[src/rtl/digital_clock_ext_if.sv]
// Control and time-of-day bus between the display/alarm logic and digital_clock_ext.
//   master : drives enable, load, mode and alarm controls; observes time and flags
//   slave  : the clock core; observes controls, drives time and flags
interface digital_clock_ext_if;
  logic       en;
  logic       load;
  logic [4:0] ld_hr;
  logic [5:0] ld_min;
  logic [5:0] ld_sec;
  logic       mode12;
  logic       alarm_en;
  logic [4:0] alarm_hr;
  logic [5:0] alarm_min;
  logic       alarm_clr;
  logic [5:0] sec;
  logic [5:0] min;
  logic [4:0] hr;
  logic       pm;
  logic       tick_sec;
  logic       load_err;
  logic       alarm;

  modport master (
    output en, load, ld_hr, ld_min, ld_sec, mode12,
           alarm_en, alarm_hr, alarm_min, alarm_clr,
    input  sec, min, hr, pm, tick_sec, load_err, alarm
  );

  modport slave (
    input  en, load, ld_hr, ld_min, ld_sec, mode12,
           alarm_en, alarm_hr, alarm_min, alarm_clr,
    output sec, min, hr, pm, tick_sec, load_err, alarm
  );
endinterface

[src/rtl/digital_clock_ext.sv]
// Time-of-day counter with prescaler, count enable, range-checked load,
// 12/24-hour display and sticky alarm. The count is held in 24-hour form.
// Ports:
//   clk  - single clock, rising edge
//   rst  - synchronous active-high reset
//   bus  - digital_clock_ext_if.slave: en/load/ld_*/mode12/alarm_* in,
//          sec/min/hr/pm/tick_sec/load_err/alarm out (hr/pm combinational)
module digital_clock_ext #(
  parameter int unsigned TICK_DIV = 1,
  parameter int unsigned DIV_W    = 24
) (
  input  logic               clk,
  input  logic               rst,
  digital_clock_ext_if.slave bus
);

  localparam logic [DIV_W-1:0] LP_PRESC_LAST = DIV_W'(TICK_DIV - 1);
  localparam logic [4:0]       LP_HR_MAX     = 5'd23;
  localparam logic [5:0]       LP_MS_MAX     = 6'd59;
  localparam logic [4:0]       LP_HR_NOON    = 5'd12;

  logic [DIV_W-1:0] r_presc;
  logic [5:0]       r_sec;
  logic [5:0]       r_min;
  logic [4:0]       r_hr24;
  logic             r_tick;
  logic             r_load_err;
  logic             r_alarm;

  logic             w_tick;
  logic             w_ld_ok;
  logic             w_do_load;
  logic             w_ld_bad;
  logic [5:0]       w_sec_n;
  logic [5:0]       w_min_n;
  logic [4:0]       w_hr_n;
  logic             w_alarm_set;
  logic [4:0]       w_hr_disp;

  assign w_tick    = bus.en && (r_presc == LP_PRESC_LAST);
  assign w_ld_ok   = (bus.ld_hr <= LP_HR_MAX) && (bus.ld_min <= LP_MS_MAX) &&
                     (bus.ld_sec <= LP_MS_MAX);
  assign w_do_load = bus.load && w_ld_ok;
  assign w_ld_bad  = bus.load && !w_ld_ok;

  // Time one second ahead, with seconds/minutes/hours carry chain
  always_comb begin
    w_sec_n = r_sec + 6'd1;
    w_min_n = r_min;
    w_hr_n  = r_hr24;
    if (r_sec == LP_MS_MAX) begin
      w_sec_n = 6'd0;
      w_min_n = r_min + 6'd1;
      if (r_min == LP_MS_MAX) begin
        w_min_n = 6'd0;
        w_hr_n  = (r_hr24 == LP_HR_MAX) ? 5'd0 : r_hr24 + 5'd1;
      end
    end
  end

  // Alarm fires only on a tick advance; out-of-range alarm fields cannot match
  // because the advanced time is always in range.
  assign w_alarm_set = w_tick && !w_do_load && bus.alarm_en &&
                       (w_hr_n == bus.alarm_hr) && (w_min_n == bus.alarm_min) &&
                       (w_sec_n == 6'd0);

  // Prescaler, time, and flag registers
  always_ff @(posedge clk) begin
    if (rst) begin
      r_presc    <= '0;
      r_sec      <= 6'd0;
      r_min      <= 6'd0;
      r_hr24     <= 5'd0;
      r_tick     <= 1'b0;
      r_load_err <= 1'b0;
      r_alarm    <= 1'b0;
    end else begin
      r_tick     <= 1'b0;
      r_load_err <= w_ld_bad;
      r_alarm    <= w_alarm_set || (r_alarm && !bus.alarm_clr);
      if (w_do_load) begin
        r_presc <= '0;
        r_sec   <= bus.ld_sec;
        r_min   <= bus.ld_min;
        r_hr24  <= bus.ld_hr;
      end else if (w_tick) begin
        r_presc <= '0;
        r_sec   <= w_sec_n;
        r_min   <= w_min_n;
        r_hr24  <= w_hr_n;
        r_tick  <= 1'b1;
      end else if (bus.en) begin
        r_presc <= r_presc + DIV_W'(1);
      end
    end
  end

  // 12-hour mapping: 0 -> 12, 13..23 -> 1..11
  always_comb begin
    w_hr_disp = r_hr24;
    if (bus.mode12) begin
      if (r_hr24 == 5'd0) begin
        w_hr_disp = LP_HR_NOON;
      end else if (r_hr24 > LP_HR_NOON) begin
        w_hr_disp = r_hr24 - LP_HR_NOON;
      end
    end
  end

  assign bus.sec      = r_sec;
  assign bus.min      = r_min;
  assign bus.hr       = w_hr_disp;
  assign bus.pm       = (r_hr24 >= LP_HR_NOON);
  assign bus.tick_sec = r_tick;
  assign bus.load_err = r_load_err;
  assign bus.alarm    = r_alarm;

endmodule

[src/flat_wrapper.sv]
// flat-port wrapper written by rule: the top's interface ports become plain ports
module digital_clock_ext_flat 
#(
  parameter int unsigned TICK_DIV = 1,
  parameter int unsigned DIV_W    = 24
)
  (clk, rst, bus_en, bus_load, bus_ld_hr, bus_ld_min, bus_ld_sec, bus_mode12, bus_alarm_en, bus_alarm_hr, bus_alarm_min, bus_alarm_clr, bus_sec, bus_min, bus_hr, bus_pm, bus_tick_sec, bus_load_err, bus_alarm);
  digital_clock_ext_if bus_i ();
  input  logic clk;
  input  logic rst;
  input wire logic [$bits(bus_i.en)-1:0] bus_en;
  input wire logic [$bits(bus_i.load)-1:0] bus_load;
  input wire logic [$bits(bus_i.ld_hr)-1:0] bus_ld_hr;
  input wire logic [$bits(bus_i.ld_min)-1:0] bus_ld_min;
  input wire logic [$bits(bus_i.ld_sec)-1:0] bus_ld_sec;
  input wire logic [$bits(bus_i.mode12)-1:0] bus_mode12;
  input wire logic [$bits(bus_i.alarm_en)-1:0] bus_alarm_en;
  input wire logic [$bits(bus_i.alarm_hr)-1:0] bus_alarm_hr;
  input wire logic [$bits(bus_i.alarm_min)-1:0] bus_alarm_min;
  input wire logic [$bits(bus_i.alarm_clr)-1:0] bus_alarm_clr;
  output wire logic [$bits(bus_i.sec)-1:0] bus_sec;
  output wire logic [$bits(bus_i.min)-1:0] bus_min;
  output wire logic [$bits(bus_i.hr)-1:0] bus_hr;
  output wire logic [$bits(bus_i.pm)-1:0] bus_pm;
  output wire logic [$bits(bus_i.tick_sec)-1:0] bus_tick_sec;
  output wire logic [$bits(bus_i.load_err)-1:0] bus_load_err;
  output wire logic [$bits(bus_i.alarm)-1:0] bus_alarm;
  assign bus_i.en = bus_en;
  assign bus_i.load = bus_load;
  assign bus_i.ld_hr = bus_ld_hr;
  assign bus_i.ld_min = bus_ld_min;
  assign bus_i.ld_sec = bus_ld_sec;
  assign bus_i.mode12 = bus_mode12;
  assign bus_i.alarm_en = bus_alarm_en;
  assign bus_i.alarm_hr = bus_alarm_hr;
  assign bus_i.alarm_min = bus_alarm_min;
  assign bus_i.alarm_clr = bus_alarm_clr;
  assign bus_sec = bus_i.sec;
  assign bus_min = bus_i.min;
  assign bus_hr = bus_i.hr;
  assign bus_pm = bus_i.pm;
  assign bus_tick_sec = bus_i.tick_sec;
  assign bus_load_err = bus_i.load_err;
  assign bus_alarm = bus_i.alarm;
  digital_clock_ext #(.TICK_DIV(TICK_DIV), .DIV_W(DIV_W)) u_core (.clk(clk), .rst(rst), .bus(bus_i));
endmodule
[config.mk]
export PLATFORM = sky130hd
export DESIGN_NAME = digital_clock_ext_flat
export DESIGN_NICKNAME = d
export VERILOG_FILES = /design/src/rtl/digital_clock_ext_if.sv /design/src/rtl/digital_clock_ext.sv /design/src/flat_wrapper.sv
export SDC_FILE = /design/constraint.sdc
export NUM_CORES = 1
export LEC_CHECK = 0
export ABC_AREA = 1
export CELL_PAD_IN_SITES_DETAIL_PLACEMENT = 0
export CELL_PAD_IN_SITES_GLOBAL_PLACEMENT = 1
export CORE_MARGIN = 2
export CORE_UTILIZATION = 37
export CTS_CLUSTER_DIAMETER = 100
export DETAILED_ROUTE_END_ITERATION = 12
export GPL_TIMING_DRIVEN = 0
export PLACE_DENSITY_LB_ADDON = 0.1
export SYNTH_ARGS = -nofsm -noshare
export SYNTH_HDL_FRONTEND = slang
export SYNTH_SLANG_ARGS = --single-unit
export TNS_END_PERCENT = 10
[constraint.sdc]
create_clock -name clk -period 2.3 [get_ports clk]
set_input_delay 0.46 -clock clk [delete_from_list [all_inputs] [get_ports clk]]
set_output_delay 0.46 -clock clk [all_outputs]
set_load 0.01 [all_outputs]
==> results of run 1 <==
cells in the final DEF, fill, tap and decap left out, drive strengths merged, types with 4 or more instances in the layout:
cell,netlist,layout
nand4,11,11
dlygate4sd2,0,4
nand3b,9,9
nand3,45,45
xor2,11,11
ha,10,10
o21ai,23,23
clkdlybuf4s50,0,49
clkbuf,2,8
nor4,6,6
inv,60,60
nor3,16,16
dfxtp,44,44
a21oi,24,24
nand2,130,130
nor2,71,71
buf,8,10
kinds of logic (layout without fill, tap and decap cells):
group / Yosys count / in the layout
adders and majority gates: 10 / 10
xor gates and xnor gates: 12 / 12
AOI/OAI and AO/OA: 63 / 63
DFF: 44 / 44
buffers and inverters: 70 / 133
and+or+nand+nor: 290 / 290
synthesized netlist by cell type (2+ instances only):
master / count / area (um^2)
inv_2: 2 / 7.51
o22ai_1: 2 / 12.5
a21oi_1: 23 / 115
nand3_2: 3 / 30.0
xor2_1: 11 / 96.3
inv_1: 58 / 218
o21ai_2: 2 / 17.5
a22oi_1: 2 / 15.0
nand4_1: 11 / 68.8
o21ai_0: 17 / 85.1
nand2_1: 127 / 477
dfxtp_1: 44 / 881
ha_1: 10 / 125
nand3b_1: 9 / 67.6
nor3_1: 15 / 75.1
nor2_4: 3 / 33.8
o21ai_1: 4 / 20.0
a221oi_1: 2 / 17.5
a31oi_1: 2 / 12.5
clkbuf_1: 2 / 7.51
nand2_2: 2 / 12.5
nand3_1: 41 / 205
buf_2: 3 / 15.0
nor2_1: 67 / 251
buf_6: 2 / 22.5
or2_2: 2 / 12.5
nor4_1: 5 / 31.3
stage by stage:
step / instance area (um^2) / instances
floorplan: 3120 / 489
global route: 3910 / 657
CTS: 3890 / 656
finish: 3910 / 657
detailed placement: 3790 / 648
global placement: 3790 / 648
how the worst max path moves through the flow:
stage / startpoint / end / slack (ns) / depth (start not counted)
5_1_grt: bus_en / u_core.bus.alarm / -0.06 / 13
2_1_floorplan: u_core.r_hr24[2] / bus_hr[4] / 0.31 / 6
4_1_cts: u_core.r_hr24[2] / bus_hr[4] / -0.05 / 7
3_3_place_gp: bus_en / u_core.bus.min[5] / -0.22 / 8
6_report: u_core.r_hr24[2] / bus_hr[3] / 0.12 / 8
3_5_place_dp: bus_en / u_core.bus.min[3] / -0.27 / 8
report_power, final:
part / switching, W / leakage (nW) / internal, W / total [W]
Clock: 0.000296 / 0.0434 / 0.000244 / 0.000540
Sequential: 0.0000348 / 0.359 / 0.000788 / 0.000823
Combinational: 0.000200 / 1.18 / 0.000178 / 0.000378
flip-flops by register name, summed over array words and instances, names as in the netlist:
name,flops
u_core.bus.alarm,1
u_core.bus.load_err,1
u_core.bus.min,6
u_core.bus.sec,6
u_core.bus.tick_sec,1
u_core.r_hr24,5
u_core.r_presc,24
worst max-delay path, cell delays in order (launching register included):
cell           delay (ns)
dfxtp_2              0.36
buf_6                0.13
inv_1                0.08
ha_1                 0.19
nand4_1              0.11
inv_2                0.07
a21oi_1              0.10
o21ai_0              0.08
dlygate4sd2_1        0.29
what timing repair did:
action | 4_1_cts | 5_1_grt
endpoints found under the setup margin | 5 | 11
gates cloned | 0 | 0
gates resized for setup | 12 | 12
pin swaps | 0 | 1
buffers inserted | 0 | 1
hold endpoints to repair | 0 | 0
cell type report:
class / count / area (um^2)
Sequential cell: 44 / 887
Inverter: 60 / 225
Fill cell: 878 / 4260
Clock inverter: 2 / 15.0
Timing Repair Buffer: 55 / 538
Clock buffer: 6 / 82.6
Multi-Input combinational cell: 375 / 1950
Tap cell: 105 / 131
Buffer: 10 / 82.6
layer usage:
| layer | part of all wire, % | up-vias | track usage (%) |
|---|---|---|---|
| met5 | 0 | - | 0 |
| met4 | 0.77 | 0 | 4.88 |
| met1 | 45 | 1565 | 24.0 |
| met3 | 3.0 | 5 | 2.74 |
| li1 | - | 1730 | - |
| met2 | 52 | 51 | 38.8 |
==> qor.yml, run 1 <==
outcome:
  status: "finished, final reports clean"
floorplan:
  dieArea_mm2: 0.00917
  start_util_pct: 38.1
  die_y_um: 95.8
  die_x_um: 95.8
  core-area_mm2: 0.00818
  rows: 33
  io_pins: 56
clocking:
  cts_made_buffers: 5
  cts.clk_slew.worst_paths_ns: 0.09
  insertion_delay_ns: 0.30
  clockRootBuffer: "clkbuf_8"
  cts_tree: "done"
  numClockSinks: 44
  htreeDepth: 2
  postCtsHoldBufs: 0
  clk_path_buf_depth: 2
power:
  p_total_w: 0.00174
  ir_drop_v: 0.000320
  p_leak_nw: 1.59
  cellPowerDensity_mw_per_mm2: 445
worst_setup_path:
  critical_path_required_ns: 1.84
  worstRegToRegCells: 11
  rr_endpoint: "u_core.bus.alarm"
  cp_max_fo: 9
  rr_startpoint: "u_core.bus.min[1]"
  critical_path_class: "reg -> out"
  worstSetupStartpointType: "flop"
  endpoint_kind: "primary output"
  crit_arrival_ns: 1.72
  r2r_slack_ns: 0.15
synth:
  syn_nets: 534
  yosysUniqueCellTypes: 45
  synth_xor_area_share_pct: 3.37
  syn-instance-count: 489
  synth_fa_ha_area_share_pct: 4.02
  synth.mux.area_fraction_pct: 0
  synth-seq-cells: 44
  synthArstFlopShare_pct: 0
  synth_edf_count: 0
  synth_top_family_by_area: "simple AND/OR/NAND/NOR gates"
  synthesis.area_mm2: 0.00312
  ys_seq_area_share_pct: 28.3
  synth-simple-area-share_pct: 42.7
  synth_flop_cell: "dfxtp_1"
  ys_warn_count: 0
  avgSynthCellArea_um2: 6.37
  synth-compound-area-share_pct: 11.9
global_routing:
  grt_pass1_vias: 3113
  grt_max_degree: 15
  grt_usage_pct: 20.4
  antenna_found_initial: 0
  grt_overflow_total: 0
  grt_first_pass_wirelength_um: 14600
worst_hold_path:
  min-delay-start: "u_core.r_presc[0]"
  min_delay_path_depth: 2
  min_to: "u_core.r_presc[0]"
  hp-class: "reg -> reg"
detailed_routing:
  wirelength_um: 9120
  vias: 3351
  wl_per_cell_um: 13.9
  drcViolationCount: 0
  drt_iter0_markers: 125
  firstDrtPassIters: 4
  ant_nets: 0
  vias_per_cell: 5.10
timing:
  fin_crit_sh_pct: 94.8
  rsz0062_at_grt: "yes"
  hold_viol_final: 0
  final-max-slew-violation-count: 0
  worstMarginPinSlew_ns: 0.529
  whs_ns: 0.486
  max_freq_mhz: 459
  slew_headroom_pct: 64.7
  tns_ns: 0
  skew_ns: 0.00905
  fin_crit_ns: 2.18
  setup_ws_ns: 0.120
  finalSetupViolCount: 0
run:
  maxCapViolCount: 0
cells_and_area:
  nets: 596
  syn_to_final_growth_pct: 25.6
  antenna_cells: 0
  fin_util_pct: 47.9
  drive_gt1_share_pct: 9.06
placement:
  gp_congestion: 0.839
  place_ws_ns: -0.273
  dp_hpwl_um: 7180
  port_buffers: 54
(Power assumes the default switching activity.)
==> run 2, diff against run 1 <==
--- a/config.mk
+++ b/config.mk
@@ -5,15 +5,16 @@
 export SDC_FILE = /design/constraint.sdc
 export NUM_CORES = 1
 export LEC_CHECK = 0
-export ABC_AREA = 1
 export CELL_PAD_IN_SITES_DETAIL_PLACEMENT = 0
 export CELL_PAD_IN_SITES_GLOBAL_PLACEMENT = 1
 export CORE_MARGIN = 2
-export CORE_UTILIZATION = 37
+export CORE_UTILIZATION = 39
 export CTS_CLUSTER_DIAMETER = 100
 export DETAILED_ROUTE_END_ITERATION = 12
 export GPL_TIMING_DRIVEN = 0
 export PLACE_DENSITY_LB_ADDON = 0.1
+export RECOVER_POWER = 25
+export REMOVE_ABC_BUFFERS = 1
 export SYNTH_ARGS = -nofsm -noshare
 export SYNTH_HDL_FRONTEND = slang
 export SYNTH_SLANG_ARGS = --single-unit
==> run 2 against run 1 <==
Utilization rose by 4.8 points. Sequential power rose by 5.7%. Via count decreased by 8.4%. Cell count shrank 16%. Maximum frequency fell by 2.2%. Largest power group unchanged. Critical path depth decreased by 4. Clock skew shrank 0.00054 ns. Critical path type unchanged.
==> qor.yml, run 2 <==
outcome:
  status: "finished, final reports clean"
cells_and_area:
  drive_gt1_share_pct: 13.9
  largest_register: "u_core.r_presc"
  final_cell_mix: "nor2_1 (58), clkdlybuf4s50_1 (45), nand2_1 (33)"
  largest_reg_flops: 24
  fin_util_pct: 52.7
  syn_to_final_growth_pct: 31.8
  final_cell_area_mm2: 0.00403
  nets: 496
  final_common_cell: "nor2_1"
  antenna_cells: 0
worst_setup_path:
  cp_max_fo: 6
  cpPeakStageDelay_ns: 0.47
  critical_path_required_ns: 1.84
  worstSetupStartpointType: "flop"
  endpoint_kind: "primary output"
  critPathSlowestCell: "clkdlybuf4s50_1"
  critical_path_class: "reg -> out"
  rr_startpoint: "u_core.r_presc[0]"
  crit_chain: "inv_1, ha_2, a221o_1, clkdlybuf4s50_1"
  startpoint: "u_core.r_hr24[0]"
  crit_arrival_ns: 1.77
synth:
  ys_warn_count: 0
  yosysTopAreaCell: "dfxtp_1"
  yosysMostFrequentCell: "nor2_1"
  synthArstFlopShare_pct: 0
  syn-instance-count: 398
  synth_flop_cell: "dfxtp_1"
  synthTopCellsByCount: "nor2_1 (59), dfxtp_1 (44), nand2_1 (36)"
  synthesis.area_mm2: 0.00306
  yosysUniqueCellTypes: 60
  avgSynthCellArea_um2: 7.68
  ys_seq_area_share_pct: 28.8
  synth_edf_count: 0
  synth-seq-cells: 44
  netlist.area_leader.share_pct: 28.8
  synth_area_leaders: "dfxtp_1 (29%), nor2_1 (7.2%), xor2_1 (5.2%), nand2_1 (4.4%), xnor2_1 (4.3%)"
global_routing:
  antenna_found_initial: 0
  grt_overflow_total: 0
  grt_first_pass_wirelength_um: 14200
  grt_pass1_vias: 2849
  grt_usage_pct: 20.5
  grt_max_degree: 25
detailed_routing:
  firstDrtPassIters: 4
  drt_iter0_markers: 171
  drcViolationCount: 0
  wl_per_cell_um: 15.7
  ant_nets: 0
  vias_per_cell: 5.54
  wirelength_um: 8700
  vias: 3071
timing:
  skew_ns: 0.00850
  setup_ws_ns: 0.0708
  fin_crit_ns: 2.23
  fin_crit_sh_pct: 96.9
  finalSetupViolCount: 0
  worstMarginPinSlew_ns: 0.886
  rsz0062_at_grt: "yes"
  tns_ns: 0
  hold_viol_final: 0
  final-max-slew-violation-count: 0
  slew_headroom_pct: 40.9
  max_freq_mhz: 449
  whs_ns: 0.519
floorplan:
  start_util_pct: 40.0
  die_y_um: 92.5
  rows: 32
  core-area_mm2: 0.00765
  dieArea_mm2: 0.00856
  io_pins: 56
  die_x_um: 92.5
clocking:
  clk_path_buf_depth: 2
  numClockSinks: 44
  htreeDepth: 2
  postCtsHoldBufs: 0
  insertion_delay_ns: 0.30
  cts.clk_slew.worst_paths_ns: 0.09
  cts_tree: "done"
  clockRootBuffer: "clkbuf_8"
  cts_made_buffers: 5
run:
  maxCapViolCount: 0
placement:
  gp_congestion: 0.907
  dp_hpwl_um: 6230
  place_ws_ns: -0.722
  port_buffers: 55
  placed_cell_area_mm2: 0.00366
worst_hold_path:
  hp-class: "reg -> reg"
  min-delay-start: "u_core.r_presc[4]"
power:
  cellPowerDensity_mw_per_mm2: 474
  ir_drop_v: 0.000291
  p_leak_nw: 1.43
-- run 2: timing repair --
item	in CTS	in global routing
setup buffers	4	8
gates resized for setup	28	25
setup endpoints to repair	43	22
pin swaps	2	5
-- run 2: stage by stage --
stage               instances  power (W)
finish                    554    0.00191
global route              554    0.00201
CTS                       546    0.00191
detailed placement        534    0.00126
global placement          533    0.00125
floorplan                 376    0.00105
-- run 2: final cells by class --
cell class	instances	area, um^2
Clock buffer	6	82.6
Clock inverter	2	38.8
Fill cell	770	3620
Inverter	18	67.6
Multi-Input combinational cell	314	2160
Sequential cell	44	907
Tap cell	102	128
Timing Repair Buffer	68	647
-- run 2: cells by family (layout without fill, tap and decap cells) --
logic type	after synthesis	in the layout	synth area share, %
AND/OR/NAND/NOR	190	190	32.5
AO/OA/AOI/OAI	74	74	17.6
flip-flops	44	44	28.8
multiplexers	7	7	2.29
adder cells (fa/ha/maj)	10	10	4.09
XOR/XNOR	33	33	9.46
buffers and inverters	40	94	5.28
-- run 2: path summary, 6_finish.rpt --
check	slack, ns	cells after the start	to
setup reg to reg	0.13	9	u_core.bus.sec[4]
hold reg to reg	0.52	2	u_core.r_presc[4]
hold / removal	0.52	2	u_core.r_presc[4]
setup / recovery	0.07	4	bus_pm
-- run 2: power by group --
group          switching [W]  internal (W)  leakage, nW
Clock               0.000278      0.000356       0.0614
Combinational       0.000190      0.000214         1.00
Sequential         0.0000763      0.000794        0.364
Total               0.000544       0.00136         1.43
-- run 2: routing by layer --
| metal | share of wire (%) | GRT usage, % |
|---|---|---|
| met3 | 4.4 | 3.50 |
| met5 | 0 | 0 |
| met1 | 47 | 28.1 |
| met2 | 48 | 34.1 |
| met4 | 0.46 | 3.73 |
-- run 2: critical path: cells and delay by family, from the launching register on --
family	cells	cell delay, ns
buffers and inverters	2	0.55
DFF	1	0.39
AOI/OAI and AO/OA	1	0.32
adders and majority gates	1	0.21
